File: config.mk
export PLATFORM = sky130hd
export DESIGN_NAME = frame_update_sched
export DESIGN_NICKNAME = d
export VERILOG_FILES = /design/src/rtl/pong_timing_pkg.sv /design/src/rtl/pos_shadow_reg.sv /design/src/rtl/frame_update_sched.sv
export SDC_FILE = /design/constraint.sdc
export NUM_CORES = 1
export LEC_CHECK = 0
export ABC_AREA = 0
export CAP_MARGIN = 20
export CORE_MARGIN = 10
export CORE_UTILIZATION = 49
export CTS_CLUSTER_DIAMETER = 80
export DETAILED_ROUTE_END_ITERATION = 10
export PLACE_DENSITY_LB_ADDON = 0.08
export SYNTH_ARGS = -nofsm -noshare
export SYNTH_HDL_FRONTEND = slang
export SYNTH_SLANG_ARGS = --single-unit
File: constraint.sdc
create_clock -name clk -period 5.8 [get_ports clk]
set_input_delay 1.16 -clock clk [delete_from_list [all_inputs] [get_ports clk]]
set_output_delay 1.16 -clock clk [all_outputs]
set_load 0.005 [all_outputs]
File: src/rtl/pong_timing_pkg.sv
`default_nettype none
// ============================================================================
// Module      : pong_timing_pkg
// Description : VGA 640x480 timing constants, position field width, the
//               scheduler state encoding and the position record used by
//               the frame-synchronous update scheduler.
// Revision    : 1.0 - initial release
// ============================================================================
package pong_timing_pkg;

  localparam int unsigned H_ACTIVE = 640;
  localparam int unsigned H_TOTAL  = 800;
  localparam int unsigned V_ACTIVE = 480;
  localparam int unsigned V_TOTAL  = 525;
  localparam int unsigned POS_W    = 10;

  // Scheduler states (2-bit encoding kept stable for downstream tools)
  localparam logic [1:0] S_ACTIVE = 2'd0;
  localparam logic [1:0] S_REQ    = 2'd1;
  localparam logic [1:0] S_HOLD   = 2'd2;
  localparam logic [1:0] S_MISS   = 2'd3;

  typedef struct packed {
    logic [POS_W-1:0] ball_x;
    logic [POS_W-1:0] ball_y;
    logic [POS_W-1:0] padl_y;
    logic [POS_W-1:0] padr_y;
  } pos_t;

  // Largest on-screen coordinate per axis; loads above these are clamped
  localparam logic [POS_W-1:0] X_MAX = POS_W'(H_ACTIVE - 1);
  localparam logic [POS_W-1:0] Y_MAX = POS_W'(V_ACTIVE - 1);

  // Everything starts centred on screen
  localparam pos_t POS_RESET = '{
    ball_x: POS_W'(H_ACTIVE / 2),
    ball_y: POS_W'(V_ACTIVE / 2),
    padl_y: POS_W'(V_ACTIVE / 2),
    padr_y: POS_W'(V_ACTIVE / 2)
  };

  function automatic logic [POS_W-1:0] clamp_pos(input logic [POS_W-1:0] val,
                                                 input logic [POS_W-1:0] lim);
    return (val > lim) ? lim : val;
  endfunction

endpackage : pong_timing_pkg
`default_nettype wire

File: src/rtl/pos_shadow_reg.sv
`default_nettype none
// ============================================================================
// Module      : pos_shadow_reg
// Description : Four-field position double buffer. load_i captures clamped
//               inputs into the shadow copy; commit_i publishes the shadow
//               copy to the live outputs. Both copies reset to screen centre.
// Revision    : 1.0 - initial release
// ============================================================================
module pos_shadow_reg
  import pong_timing_pkg::*;
(
  input  logic             clk,
  input  logic             rst,
  input  logic             load_i,
  input  logic             commit_i,
  input  logic [POS_W-1:0] ball_x_i,
  input  logic [POS_W-1:0] ball_y_i,
  input  logic [POS_W-1:0] padl_y_i,
  input  logic [POS_W-1:0] padr_y_i,
  output logic [POS_W-1:0] ball_x_o,
  output logic [POS_W-1:0] ball_y_o,
  output logic [POS_W-1:0] padl_y_o,
  output logic [POS_W-1:0] padr_y_o
);

  pos_t shadow_q;
  pos_t shadow_d;
  pos_t live_q;

  // Clamp on load so the renderer never sees an off-screen coordinate
  always_comb begin
    shadow_d = shadow_q;
    if (load_i) begin
      shadow_d.ball_x = clamp_pos(ball_x_i, X_MAX);
      shadow_d.ball_y = clamp_pos(ball_y_i, Y_MAX);
      shadow_d.padl_y = clamp_pos(padl_y_i, Y_MAX);
      shadow_d.padr_y = clamp_pos(padr_y_i, Y_MAX);
    end
  end

  // Shadow follows loads; live copy only moves on a commit strobe
  always_ff @(posedge clk) begin
    if (rst) begin
      shadow_q <= POS_RESET;
      live_q   <= POS_RESET;
    end else begin
      shadow_q <= shadow_d;
      if (commit_i) begin
        live_q <= shadow_q;
      end
    end
  end

  assign ball_x_o = live_q.ball_x;
  assign ball_y_o = live_q.ball_y;
  assign padl_y_o = live_q.padl_y;
  assign padr_y_o = live_q.padr_y;

endmodule : pos_shadow_reg
`default_nettype wire

File: src/rtl/frame_update_sched.sv
`default_nettype none
// ============================================================================
// Module      : frame_update_sched
// Description : Frame-synchronous scheduler between the VGA counters and the
//               Pong game logic. Requests one position update per frame at
//               vblank start, shadow-latches the answer and commits it at
//               end-of-frame for tear-free motion. Late updates are counted.
//               Optional feature macro: FRAME_MISS_CNT_EN (missed-update
//               counter; when undefined miss_cnt is tied to zero).
// Revision    : 1.0 - initial release
// ============================================================================
module frame_update_sched
  import pong_timing_pkg::*;
#(
  parameter int unsigned DEADLINE_LINE = 520
)
(
  input  logic             clk,
  input  logic             rst,
  input  logic             pix_en,
  input  logic [9:0]       h_count,
  input  logic [9:0]       v_count,
  input  logic             upd_ack,
  input  logic [POS_W-1:0] ball_x_in,
  input  logic [POS_W-1:0] ball_y_in,
  input  logic [POS_W-1:0] padl_y_in,
  input  logic [POS_W-1:0] padr_y_in,
  output logic             upd_req,
  output logic [POS_W-1:0] ball_x,
  output logic [POS_W-1:0] ball_y,
  output logic [POS_W-1:0] padl_y,
  output logic [POS_W-1:0] padr_y,
  output logic             in_vblank,
  output logic [15:0]      frame_cnt,
  output logic [7:0]       miss_cnt
);

  logic [1:0]  state_q;
  logic [1:0]  state_d;
  logic [15:0] frame_cnt_q;
  logic        in_vblank_q;
  logic        w_vstart;
  logic        w_dead;
  logic        w_eof;
  logic        w_load;
  logic        w_commit;
  logic        w_frame_inc;

  // Timing trigger points; all qualified by the pixel enable
  assign w_vstart = pix_en && (h_count == 10'd0) && (v_count == 10'(V_ACTIVE));
  assign w_dead   = pix_en && (h_count == 10'd0) && (v_count == 10'(DEADLINE_LINE));
  assign w_eof    = pix_en && (h_count == 10'(H_TOTAL - 1))
                           && (v_count == 10'(V_TOTAL - 1));

  // Next-state decode; the ack is sampled every clock while requesting and
  // beats a coincident deadline
  always_comb begin
    state_d     = state_q;
    w_load      = 1'b0;
    w_commit    = 1'b0;
    w_frame_inc = 1'b0;
    case (state_q)
      S_ACTIVE: begin
        if (w_vstart) begin
          state_d = S_REQ;
        end
      end
      S_REQ: begin
        if (upd_ack) begin
          w_load  = 1'b1;
          state_d = S_HOLD;
        end else if (w_dead) begin
          state_d = S_MISS;
        end else if (w_eof) begin
          // Deadline slipped past unseen: close the frame as a miss
          w_frame_inc = 1'b1;
          state_d     = S_ACTIVE;
        end
      end
      S_HOLD: begin
        if (w_eof) begin
          w_commit    = 1'b1;
          w_frame_inc = 1'b1;
          state_d     = S_ACTIVE;
        end
      end
      S_MISS: begin
        if (w_eof) begin
          w_frame_inc = 1'b1;
          state_d     = S_ACTIVE;
        end
      end
      default: state_d = S_ACTIVE;
    endcase
  end

  // State, frame counter and vblank flag registers
  always_ff @(posedge clk) begin
    if (rst) begin
      state_q     <= S_ACTIVE;
      frame_cnt_q <= 16'd0;
      in_vblank_q <= 1'b0;
    end else begin
      state_q     <= state_d;
      in_vblank_q <= (v_count >= 10'(V_ACTIVE));
      if (w_frame_inc) begin
        frame_cnt_q <= frame_cnt_q + 16'd1;
      end
    end
  end

  // Request window is exactly the time spent in S_REQ
  assign upd_req   = (state_q == S_REQ);
  assign in_vblank = in_vblank_q;
  assign frame_cnt = frame_cnt_q;

`ifdef FRAME_MISS_CNT_EN
  logic [7:0] miss_cnt_q;
  logic       w_miss_evt;

  // A miss closes at EOF, either from S_MISS or straight out of S_REQ
  assign w_miss_evt = w_eof && ((state_q == S_MISS) ||
                                ((state_q == S_REQ) && !upd_ack));

  // Saturating missed-update counter
  always_ff @(posedge clk) begin
    if (rst) begin
      miss_cnt_q <= 8'd0;
    end else if (w_miss_evt && (miss_cnt_q != 8'hFF)) begin
      miss_cnt_q <= miss_cnt_q + 8'd1;
    end
  end

  assign miss_cnt = miss_cnt_q;
`else
  assign miss_cnt = 8'd0;
`endif

  pos_shadow_reg u_pos_shadow_reg (
    .clk      (clk),
    .rst      (rst),
    .load_i   (w_load),
    .commit_i (w_commit),
    .ball_x_i (ball_x_in),
    .ball_y_i (ball_y_in),
    .padl_y_i (padl_y_in),
    .padr_y_i (padr_y_in),
    .ball_x_o (ball_x),
    .ball_y_o (ball_y),
    .padl_y_o (padl_y),
    .padr_y_o (padr_y)
  );

endmodule : frame_update_sched
`default_nettype wire

# Yosys cells after proc, flatten, opt, wreduce, memory -nomap -nowiden
# Index checks and enable logic that the tools add are counted.
# Widths: inputs -> output; s select.
[classes]
order_cmp = 5
eq_ne = 8
n_reduce_logical = 8
n_addsub = 1
mux = 16
[ops]
columns = ["operator", "n"]
rows = [
  ["$mux 10", 4],
  ["$eq 10x10->1 const B", 3],
  ["$gt 10x9->1 const B", 3],
  ["$add 16x1->16 const B", 1],
  ["$eq 10x9->1 const B", 1],
  ["$ge 10x9->1 const B", 1],
  ["$gt 10x10->1 const B", 1],
  ["$logic_not 10->1", 1],
  ["$mux 2", 4],
  ["$mux 1", 6],
  ["$pmux 2 s3", 1],
  ["$logic_and 1x1->1", 5],
  ["$eq 2x2->1 const B", 2],
  ["$eq 2x1->1 const B", 1],
  ["$logic_not 2->1", 1],
  ["$ne 2x2->1 const B", 1],
  ["$pmux 1 s2", 1],
  ["$reduce_or 2->1", 1],
]
[totals]
register_bits = 99
word_cells = 49
output_inout_bits = 66
inputBits = 64

# Longest topological paths before layout
# Gate-level depths: netlist (run 1).
[depth]
depth_word = 7
mapped_depth = 7

# Modules after synthesis
# A second synthesis (run 1) with hierarchy kept.
[unflattened]
hier_cells = 429
area_unflattened_um2 = 4160.2
[by_module_without_submodules]
columns = ["module", "cells_per_inst", "n_inst", "area_each_um2"]
rows = [
  ["pos_shadow_reg", 298, 1, 3031.7],
  ["frame_update_sched", 131, 1, 1128.6],
]

# Worst setup path before layout (run 1)
# No wires, ideal clock.
[synth_path]
path_type = "input to register"
from = "in v_count[1]"
to = "reg frame_cnt_q[15], in the netlist frame_cnt[15]"
setup_slack_ns = 2.376
stages = 6
path_buffers = 1
t_arrival_ns = 3.303
cell_sequence = "or4b_1 or4_1 buf_2 or4_4 nor2_1 mux2_2"
[synth_between]
elab_chain_len = 6
word_cells_on_any_way = 8
cone_classes = "2 x eq/ne; 4 x mux; 2 x reduce/logical"
[synth_rtl]
columns = ["element", "line", "text"]
rows = [
  ["start: declaration", "frame_update_sched.sv:22", "input logic [9:0] v_count,"],
  ["$eq 10x10->1", "frame_update_sched.sv:53", "&& (v_count == 10'(V_TOTAL - 1));"],
  ["$logic_and 1x1->1", "frame_update_sched.sv:53", ""],
  ["$mux 1", "frame_update_sched.sv:74, frame_update_sched.sv:81, frame_update_sched.sv:88", ""],
  ["$mux 1", "frame_update_sched.sv:72", "end else if (w_dead) begin"],
  ["$mux 1", "frame_update_sched.sv:69", "if (upd_ack) begin"],
  ["$pmux 1 s2 *", "frame_update_sched.sv:62", "case (state_q)"],
  ["end signal: assignment", "frame_update_sched.sv:107", "frame_cnt_q <= frame_cnt_q + 16'd1;"],
  ["end: declaration", "frame_update_sched.sv:40", "logic [15:0] frame_cnt_q;"],
]
# Every way passes the cells marked *; elsewhere a longest branch is shown, timed or not.
# A chain may end at the register's enable or synchronous reset.

# Worst setup path after layout (run 1)
[layout_path]
from = "in v_count[0]"
to = "reg frame_cnt_q[15], in the netlist frame_cnt[15]"
# The elaborated chain is that of the path after synthesis.

==> qor.yml, run 1 <==
yosys:
  synth.area.top_cells: "dfxtp_1, nor2_1, a21oi_1, nor3_1, nand2_1"
  syn_inst: 478
  synth_most_common_cell: "dfxtp_1"
  synth_top_area_cell: "dfxtp_1"
  synth-edff-count: 0
  synth_area_um2: 3870
  synth_area_per_cell_um2: 8.10
  ys_ff_latch: 99
  synth_top_area_share_pct: 51.2
  ys_seq_area_share_pct: 51.2
  async_reset_ff_share_pct: 0
  synth.distinct_cells: 41
  yosys_most_used_dff: "dfxtp_1"
  synth_commonest_cells: "dfxtp_1, nor2_1, nand2_1"
  ys_warn_count: 0
detailed_routing:
  totalWireLength_um: 10300
  vias_per_cell: 5.20
  drt_iter0_drc: 135
  vias: 3580
  ant_nets: 0
  detail_route.wl_per_cell_um: 14.9
  dr.pass1.iters: 4
  drc: 0
layout:
  final_nets: 647
  syn_to_final_growth_pct: 36.5
  fin_util_pct: 68.4
  diodes: 0
  instances_no_fill: 689
  drive_gt1_share_pct: 4.26
place:
  dp_cells: 673
  place_hpwl_um: 7450
  gp_congestion: 0.765
  io_buffers: 121
sta:
  slew_headroom_pct: 28.4
  drv_slew: 0
  fin_crit_ns: 3.70
  post-route-period-util_pct: 63.7
  fmax_ghz: 0.271
  worstMarginPinSlew_ns: 1.07
  hold_ws_ns: 0.453
  clock_skew_ns: 0.0129
  setup_viol: 0
  fin_tns_setup_ns: 0
  grt_setup_unrepaired: "false"
  hold_viol: 0
die:
  ios: 130
  die-height_um: 109
  die_w_um: 109
  die_area_um2: 11900
  floorplan.rows: 32
  initial_utilization_pct: 50.1
  core_um2: 7730
worst_setup_path:
  crit_required_ns: 6.05
  startpoint_type: "primary input"
  end_kind: "register"
  cp_max_fo: 14
  path_cells: "clkdlybuf4s50_1, or4b_1, or4_1, or4_4, nor2_1, mux2_2"
  critical_path_class: "primary input to register"
  cp_num_buf_inv: 1
  cpPeakStageDelay_ns: 0.78
  cp.arrival_ns: 3.95
  crit_family: "simple AND/OR/NAND/NOR gates"
  critPathSlowestCell: "or4_1"
clock_tree:
  holdBufCountCts: 0
  cts_tree: "built"
  cts_made_buffers: 9
  htree_levels: 3
  clkTransAtPathRegs_ns: 0.09
  cts_root_buf: "clkbuf_8"
  post_cts_buffers: 0
  cts.sinks: 99
  clock_path_buffers: 2
  clock_latency_ns: 0.36
  cts-resized-gates: 0
power_and_ir_drop:
  leakage_nw: 1.82
  powerDensity_nw_per_um2: 227
  p_total_w: 0.00120
  irDropWorstVdd_mv: 0.151
worst_hold_path:
  min_path_type: "register to register"
outcome:
  status: "completed"
grt:
  antenna_found_initial: 0
  overflow: 0
  grt_pass1_vias: 3377
  grt_util_all_layers_pct: 17.3
  grt_start_max_net_pins: 113
  grt_first_pass_wirelength_um: 16500
job:
  drv_cap: 0
[worst reg2reg max path: cells and delay by family (launching register included)]
kind | cells | cell delay, ns
AND/OR/NAND/NOR | 3 | 1.45
flip-flops | 1 | 0.34
AO/OA/AOI/OAI | 1 | 0.18
[state kept, by name, summed over array words and instances, names as in the netlist]
name                       cells
u_pos_shadow_reg.padl_y_o     10
state_q                        2
frame_cnt                     16
u_pos_shadow_reg.shadow_q     40
u_pos_shadow_reg.ball_x_o     10
u_pos_shadow_reg.ball_y_o     10
in_vblank                      1
u_pos_shadow_reg.padr_y_o     10
[report_power, final]
| part | total, W | internal [W] | switching [W] |
|---|---|---|---|
| Clock | 0.000455 | 0.000206 | 0.000249 |
| Sequential | 0.000680 | 0.000680 | 0.0000000948 |
| Combinational | 0.0000666 | 0.0000414 | 0.0000252 |
| Total | 0.00120 | 0.000927 | 0.000274 |
[routing by layer]
layer | part of all wire, % | vias up | global-route usage [%]
met5 | 0 | - | 0
met4 | 1.5 | 0 | 6.31
met3 | 10 | 13 | 6.61
met2 | 46 | 123 | 27.2
met1 | 43 | 1616 | 21.1
li1 | - | 1828 | -
[path summary, 6_finish.rpt]
path	from	to	slack, ns	depth (start not counted)
setup / recovery	v_count[0]	frame_cnt[15]$_SDFFE_PP0P_	2.10	6
hold / removal	u_pos_shadow_reg.ball_x_o[1]$_SDFFE_PP0P_	u_pos_shadow_reg.ball_x_o[1]$_SDFFE_PP0P_	0.45	2
setup reg to reg	state_q[0]$_SDFFE_PP0P_	u_pos_shadow_reg.padl_y_o[9]$_SDFFE_PP0P_	3.75	4
hold reg to reg	u_pos_shadow_reg.ball_x_o[1]$_SDFFE_PP0P_	u_pos_shadow_reg.ball_x_o[1]$_SDFFE_PP0P_	0.45	2
[area by class of cell]
cell class,count,area [µm²]
tap,102,128
timing repair buffer,124,1230
inverter,5,18.8
fill,648,2440
multi-input combinational,343,1720
clock inverter,7,80.1
sequential,99,1980
clock buffer,9,124
[through the flow]
stage	cell area, µm²	setup slack (ns)
floorplan	3900	2.38
global placement	5080	1.76
detailed placement	5080	1.73
CTS	5290	2.12
global route	5290	1.96
finish	5290	2.10
[cell families (layout without fill, tap and decap cells)]
logic type	after synthesis	count (layout)	synth area share (%)
and+or+nand+nor	246	246	29.5
DFF	99	99	51.2
AOI/OAI and AO/OA	75	75	10.9
buffers and inverters	43	145	4.98
xor gates and xnor gates	11	11	2.49
muxes	2	2	0.549
adders and majority gates	1	1	0.323
other	1	8	0.0968
[placed cells by master (no fill, tap or decap), drive strengths merged, types with 2 or more instances in the layout]
cell type	instances
a21oi	49
a41oi	3
and2	6
and3	3
and4	2
buf	4
clkbuf	9
clkdlybuf4s50	120
conb	8
dfxtp	99
inv	9
nand2	62
nand2b	5
nand3	9
nand3b	2
nand4	9
nor2	78
nor2b	3
nor3	47
nor4	11
o21ai	8
o21bai	6
o22ai	4
or2	2
or3	2
or4	2
or4b	2
xnor2	10
Note: power is estimated with default switching activity, not from simulation.
==> inputs of run 2 (changes only) <==
--- a/config.mk
+++ b/config.mk
@@ -8,7 +8,7 @@
 export ABC_AREA = 0
 export CAP_MARGIN = 20
 export CORE_MARGIN = 10
-export CORE_UTILIZATION = 49
+export CORE_UTILIZATION = 41
 export CTS_CLUSTER_DIAMETER = 80
 export DETAILED_ROUTE_END_ITERATION = 10
 export PLACE_DENSITY_LB_ADDON = 0.08
==> constraint.sdc (replaced) <==
create_clock -name clk -period 3.3 [get_ports clk]
set_input_delay 0.66 -clock clk [delete_from_list [all_inputs] [get_ports clk]]
set_output_delay 0.66 -clock clk [all_outputs]
set_load 0.005 [all_outputs]
==> run 2 against run 1 <==
  * Clock skew about the same
  * Critical path depth unchanged
  * Clock-buffer cell count increased by 2
  * Sequential cell count unchanged
  * Design area increased by 2.3%
  * Final cell count increased by 5.4%
  * Via count increased by 1.1%
  * Critical path type unchanged
==> qor.yml, run 2 (synthesized netlist as in run 1, its figures left out) <==
worst_setup_path:
  end_kind: "register"  # unchanged
  critical_path_class: "primary input to register"  # unchanged
  cp.arrival_ns: 3.18  # was 3.95 ns
  crit_required_ns: 3.54  # was 6.05 ns
  rrSetupSlack_ns: 1.30  # was 3.75 ns
  rr_worst_depth: 5  # was 4
  cp_max_fo: 4  # was 14
  reg2reg_to: "frame_cnt[15]$_SDFFE_PP0P_"  # was u_pos_shadow_reg.padl_y_o[9]$_SDFFE_PP0P_
  reg2reg_from: "frame_cnt[2]$_SDFFE_PP0P_"  # was state_q[0]$_SDFFE_PP0P_
  startpoint_type: "primary input"  # unchanged
detailed_routing:
  totalWireLength_um: 10800  # was 10300 µm
  detail_route.wl_per_cell_um: 14.9  # about the same
  vias: 3621  # was 3580
  drc: 0  # unchanged
  drt_iter0_drc: 251  # was 135
  ant_nets: 0  # unchanged
  dr.pass1.iters: 4  # unchanged
  vias_per_cell: 4.99  # was 5.20
worst_hold_path:
  min_path_cells: 2  # unchanged
  min_from: "u_pos_shadow_reg.ball_y_o[1]$_SDFFE_PP0P_"  # was u_pos_shadow_reg.ball_x_o[1]$_SDFFE_PP0P_
  min_to: "u_pos_shadow_reg.ball_y_o[1]$_SDFFE_PP0P_"  # was u_pos_shadow_reg.ball_x_o[1]$_SDFFE_PP0P_
  min_path_type: "register to register"  # unchanged
sta:
  worstMarginPinSlew_ns: 0.690  # was 1.07 ns
  post-route-period-util_pct: 89.1
  drv_slew: 0  # unchanged
  setup_viol: 0  # unchanged
  fin_tns_setup_ns: 0  # unchanged
  slew_headroom_pct: 54.0  # was 28.4%
  clock_skew_ns: 0.0126  # was 0.0129 ns
  hold_viol: 0  # unchanged
  fin_crit_ns: 2.94
  hold_ws_ns: 0.454  # was 0.453 ns
  grt_setup_unrepaired: "false"  # unchanged
  fmax_ghz: 0.340
clock_tree:
  holdBufCountCts: 0  # unchanged
  cts_root_buf: "clkbuf_8"  # unchanged
  clkTransAtPathRegs_ns: 0.09  # about the same
  cts_tree: "built"  # unchanged
  cts.sinks: 99  # unchanged
  clock_path_buffers: 2  # unchanged
  cts-resized-gates: 0  # unchanged
  cts_made_buffers: 9  # unchanged
  post_cts_buffers: 0  # unchanged
  htree_levels: 3  # unchanged
  clock_latency_ns: 0.36  # about the same
die:
  core_um2: 9240  # was 7730 µm²
  ios: 130  # unchanged
  die-height_um: 117  # was 109 µm
  initial_utilization_pct: 41.9  # was 50.1%
  floorplan.rows: 35  # was 32
  die_w_um: 117  # was 109 µm
  die_area_um2: 13700  # was 11900 µm²
grt:
  overflow: 0  # unchanged
  grt_util_all_layers_pct: 15.6  # was 17.3%
  antenna_found_initial: 0  # unchanged
  grt_start_max_net_pins: 71  # was 113
  grt_pass1_vias: 3479  # was 3377
  grt_first_pass_wirelength_um: 17100  # was 16500 µm
power_and_ir_drop:
  p_total_w: 0.00216  # was 0.00120 W
  irDropWorstVdd_mv: 0.231  # was 0.151 mV
  leakage_nw: 1.87  # was 1.82 nW
  powerDensity_nw_per_um2: 399  # was 227 nW/µm²
layout:
  fillerInstances: 884  # was 648
  fin_util_pct: 58.6  # was 68.4%
  layout_common_cells: "clkdlybuf4s50_1, dfxtp_1, nor2_1, nand2_1, a21oi_1"  # unchanged
  instances_no_fill: 726  # was 689
  layout_commonest_cell: "clkdlybuf4s50_1"  # unchanged
  drive_gt1_share_pct: 5.53  # was 4.26%
  syn_to_final_growth_pct: 39.7  # was 36.5%
  largest_reg_flops: 40  # unchanged
  diodes: 0  # unchanged
  final_nets: 657  # was 647
  top_register: "u_pos_shadow_reg.shadow_q"  # unchanged
place:
  io_buffers: 121  # unchanged
  dp_cells: 710  # was 673
  place_hpwl_um: 7920  # was 7450 µm
  gp_congestion: 0.779  # was 0.765
job:
  drv_cap: 0  # unchanged
outcome:
  status: "completed"  # unchanged
-- run 2: cell count changes in the layout (fill, tap and decap cells not counted), sizes merged --
cell,previous run,this run
bufinv,1,2
clkinvlp,1,2
buf,4,14
clkbuf,9,11
inv,9,6
clkinv,1,0
-- run 2: power breakdown --
group	total [W]	internal [W]	leakage, nW	switching [W]
Sequential	0.00119	0.00119	0.798	0.000000144
Combinational	0.000121	0.0000745	0.969	0.0000462
Clock	0.000844	0.000433	0.102	0.000411
Total	0.00216	0.00170	1.87	0.000458
-- run 2: worst max path at each step --
stage | start | endpoint | cells past startpoint
2_1_floorplan | v_count[1] | frame_cnt[15]$_SDFFE_PP0P_ | 6
3_3_place_gp | v_count[1] | frame_cnt[15]$_SDFFE_PP0P_ | 6
3_5_place_dp | v_count[1] | frame_cnt[15]$_SDFFE_PP0P_ | 6
4_1_cts | v_count[1] | frame_cnt[15]$_SDFFE_PP0P_ | 6
5_1_grt | v_count[1] | frame_cnt[15]$_SDFFE_PP0P_ | 6
6_report | v_count[1] | frame_cnt[15]$_SDFFE_PP0P_ | 6
-- run 2: worst max-delay path: stages --
cell	delay [ns]
clkdlybuf4s50_1	0.39
or4b_1	0.54
or4_1	0.56
or4_4	0.55
nor2_1	0.14
mux2_2	0.34
-- run 2: layout make-up --
type,instances,area [µm²],area share (%)
inverter,5,18.8,0.347
clock inverter,5,86.3,1.60
multi-input combinational,343,1720,31.9
sequential,99,1980,36.6
tap,129,161,2.98
clock buffer,11,131,2.43
timing repair buffer,134,1310,24.1
-- run 2: metal layers --
layer | track usage (%) | routed length (µm) | vias up
met1 | 19.1 | 4750 | 1667
met5 | 0 | 0 | -
met4 | 6.10 | 130 | 0
li1 | - | - | 1836
met2 | 25.0 | 4990 | 108
met3 | 4.79 | 927 | 10
-- run 2: through the flow --
step | setup WS [ns] | instance area (µm²)
3_5_place_dp | -0.00818 | 5190
2_1_floorplan | 0.376 | 3900
6_report | 0.360 | 5410
5_1_grt | 0.272 | 5410
4_1_cts | 0.370 | 5410
3_3_place_gp | 0.0326 | 5190
==> inputs of run 3 (changes only) <==
--- a/config.mk
+++ b/config.mk
@@ -9,7 +9,7 @@
 export CAP_MARGIN = 20
 export CORE_MARGIN = 10
 export CORE_UTILIZATION = 41
-export CTS_CLUSTER_DIAMETER = 80
+export CTS_CLUSTER_DIAMETER = 50
 export DETAILED_ROUTE_END_ITERATION = 10
 export PLACE_DENSITY_LB_ADDON = 0.08
 export SYNTH_ARGS = -nofsm -noshare
==> results of run 3 <==
Final layout, timing and power as in run 2 (identical DEF).
==> variant: new RTL, settings of run 1 <==
`POS_W`: 10 -> 12.
--- a/src/rtl/pong_timing_pkg.sv
+++ b/src/rtl/pong_timing_pkg.sv
@@ -13,5 +13,5 @@
   localparam int unsigned V_ACTIVE = 480;
   localparam int unsigned V_TOTAL  = 525;
-  localparam int unsigned POS_W    = 10;
+  localparam int unsigned POS_W    = 12;
 
   // Scheduler states (2-bit encoding kept stable for downstream tools)
Ports: changed (8 resized); port bits go from 130 to 146. The function was not compared with the original's and may differ.
==> variant against run 1 <==
  * Power rose by 62%
  * Register-to-register slack got worse by 0.31 ns
  * Critical path type unchanged
  * Cell area increased by 21%
  * Area after synthesis up 13%
  * Sequential power up 16%
  * Setup slack improved by 0.42 ns
  * Clock skew fell by 0.0059 ns
  * Die area rose by 11%
  * Sequential share of layout area decreased by 1.4 points
  * Wire length grew 18%
  * Core utilization grew 4.7 points
  * Highest routed layer unchanged
  * Sequential cell count rose by 16
  * Count of clock-buffer cells in the layout is 11 higher
==> variant: results (changes against run 1) <==
gr usage total 18.01% (+0.71 points); adder-cell share of the synthesized area 0.2853% (-0.038 points); share of cells above drive strength 1 6.829% (+2.6 points); Leak Pwr 2.337 nW (+29%); Gate Count Post-Synth 519 (+8.6%); Synth Area in Compound Gates 12.01% (+1.1 points); vias per cell 5.193 (about the same); met3 wire length 868 um (-16%); Slew headroom 34.05% (+5.6 points); area post-placement 5754 sq um (+13%); Synth Area in XOR/XNOR 0.3994% (-2.1 points); global routing usage on met3 6.709% (+0.10 points); worst skew pair latency 0.50 ns (+0.14 ns); drt initial violations 144 (+6.7%); multiplexer share of the synthesized area 0.4850% (-0.064 points); GPL Wtd Cong 0.7960 (+4.0%); Rows 34 (+6.3%); Finished Layout Cells 767 (+11%); Place WS 2.008 ns (+0.2785 ns); area of the multi-input gates 1888 sq um (+9.5%); H-tree depth 4 (+1); Non-CTS buffers 139 (+12%); number of distinct library cells after synthesis 42 (+2.4%); Storage cell area 2302 sq um (+16%); outcome finished, final reports clean; critical path startpoint v_count[7]; Inverters 12 (+7); TritonCTS sink count 115 (+16%); Placed Instances 735 (+9.2%); routed wl met2 6017 um (+29%); GR met2 Demand/Resource 29.52% (+2.4 points); Fillers 684 (+5.6%); first-pass GRT wire length 19460 um (+18%)
[variant: final timing paths]
check / endpoint / slack, ns / depth (start not counted)
setup reg to reg: frame_cnt[15] / 3.44 / 5
setup / recovery: u_pos_shadow_reg.ball_x_o[4] / 2.53 / 6
hold / removal: u_pos_shadow_reg.padr_y_o[9] / 0.45 / 2
hold reg to reg: u_pos_shadow_reg.padr_y_o[9] / 0.45 / 2
[variant: power breakdown]
part / internal (mW) / total, mW / leakage, nW / switching (mW)
clock network: 0.721 / 1.08 / 0.297 / 0.357
registers: 0.791 / 0.791 / 0.927 / 0.0000852
logic: 0.0475 / 0.0727 / 1.11 / 0.0252
total: 1.56 / 1.94 / 2.34 / 0.382
[variant: worst max-delay path, delay by kind of cell]
kind                   cells  cell delay (ns)
buffers and inverters      1             0.44
AOI/OAI and AO/OA          1             0.09
and+or+nand+nor            4             1.91
